## src/rtl/triangle_judge.sv

```systemverilog
// Serial 3-sample side-length receiver: collects a burst, sorts it with three
// compare-swap steps, then pulses a registered triangle verdict and class.
module triangle_judge #(
  parameter int unsigned W = 3
) (
  input  logic         CLK,
  input  logic         RST_N,
  input  logic         IN_VALID,
  input  logic [W-1:0] INPUT,
  output logic         OUT,
  output logic         OUT_VALID,
  output logic [1:0]   OUT_KIND
);

  typedef enum logic [2:0] {
    IDLE,
    LOAD,
    S1,
    S2,
    S3,
    CHK,
    RESP,
    WAIT
  } state_t;

  state_t       state;
  logic [1:0]   cnt;
  logic [W-1:0] a, b, c;
  logic         tri_r;
  logic [1:0]   kind_r;

  logic [W:0]   sum_ab;
  logic         is_tri;
  logic [1:0]   kind;

  // Sides are sorted by the time CHK runs, so only the largest side needs testing.
  always_comb begin
    sum_ab = {1'b0, a} + {1'b0, b};
    is_tri = sum_ab > {1'b0, c};
    kind   = 2'd0;
    if (is_tri) begin
      if (a == c)
        kind = 2'd3;
      else if (a == b || b == c)
        kind = 2'd2;
      else
        kind = 2'd1;
    end
  end

  always_ff @(posedge CLK or negedge RST_N) begin
    if (!RST_N) begin
      state     <= IDLE;
      cnt       <= '0;
      a         <= '0;
      b         <= '0;
      c         <= '0;
      tri_r     <= 1'b0;
      kind_r    <= '0;
      OUT       <= 1'b0;
      OUT_VALID <= 1'b0;
      OUT_KIND  <= '0;
    end else begin
      OUT       <= 1'b0;
      OUT_VALID <= 1'b0;
      OUT_KIND  <= '0;
      case (state)
        IDLE: begin
          if (IN_VALID) begin
            a     <= INPUT;
            cnt   <= 2'd1;
            state <= LOAD;
          end
        end
        LOAD: begin
          if (IN_VALID) begin
            if (cnt == 2'd1) begin
              b   <= INPUT;
              cnt <= 2'd2;
            end else begin
              c     <= INPUT;
              cnt   <= 2'd3;
              state <= S1;
            end
          end else begin
            cnt   <= '0;
            state <= IDLE;
          end
        end
        S1: begin
          if (a > b) begin
            a <= b;
            b <= a;
          end
          state <= S2;
        end
        S2: begin
          if (b > c) begin
            b <= c;
            c <= b;
          end
          state <= S3;
        end
        S3: begin
          if (a > b) begin
            a <= b;
            b <= a;
          end
          state <= CHK;
        end
        CHK: begin
          tri_r  <= is_tri;
          kind_r <= kind;
          state  <= RESP;
        end
        RESP: begin
          OUT_VALID <= 1'b1;
          OUT       <= tri_r;
          OUT_KIND  <= kind_r;
          cnt       <= '0;
          // A still-high IN_VALID belongs to the old burst; wait for it to drop.
          state     <= IN_VALID ? WAIT : IDLE;
        end
        WAIT: begin
          if (!IN_VALID)
            state <= IDLE;
        end
        default: state <= IDLE;
      endcase
    end
  end

endmodule

```

## config.mk

```make
export PLATFORM = sky130hd
export DESIGN_NAME = triangle_judge
export DESIGN_NICKNAME = d
export VERILOG_FILES = /design/src/rtl/triangle_judge.sv
export SDC_FILE = /design/constraint.sdc
export NUM_CORES = 1
export LEC_CHECK = 0
export BUFFER_PORTS_ARGS = -buffer_cell sky130_fd_sc_hd__buf_4
export CAP_MARGIN = 25
export CORE_ASPECT_RATIO = 0.5
export CORE_MARGIN = 5
export CORE_UTILIZATION = 55
export CTS_BUF_LIST = sky130_fd_sc_hd__clkbuf_8
export DETAILED_ROUTE_END_ITERATION = 8
export GPL_ROUTABILITY_DRIVEN = 0
export PLACE_DENSITY = 0.84
export REMOVE_ABC_BUFFERS = 1
export SETUP_SLACK_MARGIN = 0.15
export SLEW_MARGIN = 20
export SYNTH_ARGS = -nofsm -noshare
export SYNTH_HDL_FRONTEND = slang
export SYNTH_SLANG_ARGS = --single-unit
```

## constraint.sdc

```tcl
create_clock -name CLK -period 2.6 [get_ports CLK]
set_input_delay 0.39 -clock CLK [delete_from_list [all_inputs] [get_ports CLK]]
set_output_delay 0.39 -clock CLK [all_outputs]
set_load 0.02 [all_outputs]
```

==> flow_summary.toml <==
[status]
status = "finished with violations"
violations = "hold timing"

[placed_design]
port_buffers = 9
place_hpwl_mm = 2.24

[clock_network]
clock_path_buffers = 2
numCtsBuffers = 3
cts_setup_buffers = 0
clk_pin_slew_ps = 80
clk-insertion-delay-late_ps = 260
cts_resized = 0
cts_num_sinks = 21
htree_levels = 1
root_buffer = "clkbuf_8"
cts_tree = "built"
cts_hold_buffers = 0

[floorplanning]
die_height_um = 46.4
pin_count = 10
rows = 13
dieArea_um2 = 3840
core_um2 = 2570
start_util_pct = 56.7
die_x_um = 82.8

[finish]
drive_above_1_share_pct = 13.8
antenna_cells = 0
final_common_cell = "dfrtp_1"
fillers = 222
syn2layout_area_growth_pct = 9.54
final_cell_mix = "21 x dfrtp_1, 18 x nor2_1, 13 x a21oi_1, 13 x o21ai_0, 12 x ha_1"
finalNetCount = 187
area.sequential_um2 = 526
multi_input_area_um2 = 861

[critical_path]
start_kind = "flop"
worst-path-max-fanout = 5
cp.required_ps = 2740
cp-end-kind = "flop"
criticalPathCategory = "flop to flop"
ff2ff_setup_slack_ps = 340
arrival_ps = 2400

[sta]
final.setup.tns_ps = 0
relSlewSlack_pct = 57.3
skew_ps = 4.91
fmax_mhz = 442
holdWs_ps = -3.83
worst-slew-pin-transition_ps = 640
hold_viol = 9
slew_violations = 0
rsz0062_at_grt = "false"
period_minus_slack_ps = 2260
final.period_utilization_pct = 87.0
setup_violations = 0

[grt]
antenna_found_initial = 0
track_usage_pct = 18.2
grt_overflow = 0
grt_max_degree = 22
grt_pass1_vias = 1148
grt_pass1_wl_mm = 5.19

[synthesis]
yosysTopAreaCellShare_pct = 36.1
synth.distinct_cells = 35
synth-seq-area-share_pct = 36.1
synth_seq_cells = 21
synthArstFlopShare_pct = 100
ys.flop_type = "dfrtp_1"
ys_top_cells_by_area = "dfrtp_1 36%, ha_1 10%, mux2i_1 4.8%"
synth_edf_count = 0
syn_area_um2 = 1460
syn-instance-count = 159
yosysTopAreaCell = "dfrtp_1"
ys.warnings.count = 0
syn_area_per_cell_um2 = 9.16

[flow_run]
cap_violations = 0

[detailed_routing]
wirelength_mm = 3.04
via_per_inst = 5.77
drt_iter0_drc = 111
drc = 0
antenna_left = 0
dr_total_vias = 1177
wl_per_cell_um = 14.9
first_pass_iters = 4

[hold_path]
hp-class = "input port to async pin"
[metal layers]
| layer | track usage [%] | vias up | part of all wire, % | routed length, um |
|---|---|---|---|---|
| met1 | 23.3 | 551 | 46 | 1400 |
| met5 | 0 | - | 0 | 0 |
| met3 | 4.69 | 10 | 6.8 | 206 |
| li1 | - | 572 | - | - |
| met2 | 30.3 | 44 | 45 | 1360 |
| met4 | 6.19 | 0 | 2.6 | 78 |
[state kept, by name, indices dropped and copies added, names as in the netlist]
register,count
OUT_VALID,1
OUT,1
tri_r,1
kind_r,2
b,3
state,3
c,3
cnt,2
OUT_KIND,2
a,3
[cell usage after synthesis, drive strengths merged (2+ instances only)]
master	n
dfrtp	21
nor2	18
a21oi	13
o21ai	13
ha	12
inv	11
nand2	11
mux2i	7
mux2	6
buf	5
a21o	3
a22oi	3
and2	3
nand3b	3
nor3b	3
o21bai	3
xor2	3
a31oi	2
a32oi	2
nand2b	2
nor2b	2
o211ai	2
[critical path: stages, from the launching register on]
cell and delay [ps]:
dfrtp_1 440, ha_1 260, fa_1 440, ha_1 300, nor2b_1 130, o21ai_0 160
a32oi_1 90, o21bai_1 200, o21ai_0 120
[stage by stage]
| step | util, % | std cells | setup slack, ps | cell area (um2) | hold slack [ps] |
|---|---|---|---|---|---|
| after floorplan | - | 153 | 553 | 1430 | 94.4 |
| after global placement | 60.3 | 200 | 489 | 1550 | 287 |
| after detailed placement | 60.3 | 200 | 354 | 1550 | 292 |
| after CTS | 62.1 | 204 | 342 | 1600 | 9.07 |
| after global routing | 62.1 | 204 | 219 | 1600 | 23.5 |
| final | 62.1 | 204 | 338 | 1600 | -3.83 |
[cell families (layout without fill, tap and decap cells)]
| group | Yosys count | after routing | synth area share (%) |
|---|---|---|---|
| multiplexers | 13 | 13 | 9.97 |
| AND/OR/NAND/NOR | 47 | 47 | 16.5 |
| adder cells (fa/ha/maj) | 13 | 13 | 11.7 |
| buffers and inverters | 17 | 25 | 4.81 |
| AO/OA/AOI/OAI | 44 | 44 | 18.6 |
| XOR/XNOR | 4 | 4 | 2.41 |
| flip-flops | 21 | 21 | 36.1 |
[layout make-up]
cell class | count | area share [%]
well taps | 37 | 2.90
clock buffers | 3 | 2.59
flip-flops and latches | 21 | 32.9
inverters | 11 | 2.59
clock inverters | 1 | 0.314
repair buffers | 10 | 4.71
multi-input cells | 121 | 54.0
[final timing paths]
check | to | from | depth (start not counted)
worst max register to register | kind_r[1] | a[0] | 8
min in group CLK | cnt[1] | IN_VALID | 2
max in group asynchronous | state[2] | RST_N | 1
worst min-delay path | c[1] | RST_N | 1
worst min register to register | tri_r | tri_r | 2
worst max-delay path | kind_r[1] | a[0] | 8
Power is left out: the tool's default activity adds up to more than one toggle a clock period on the data nets, which glitch-free logic cannot reach.
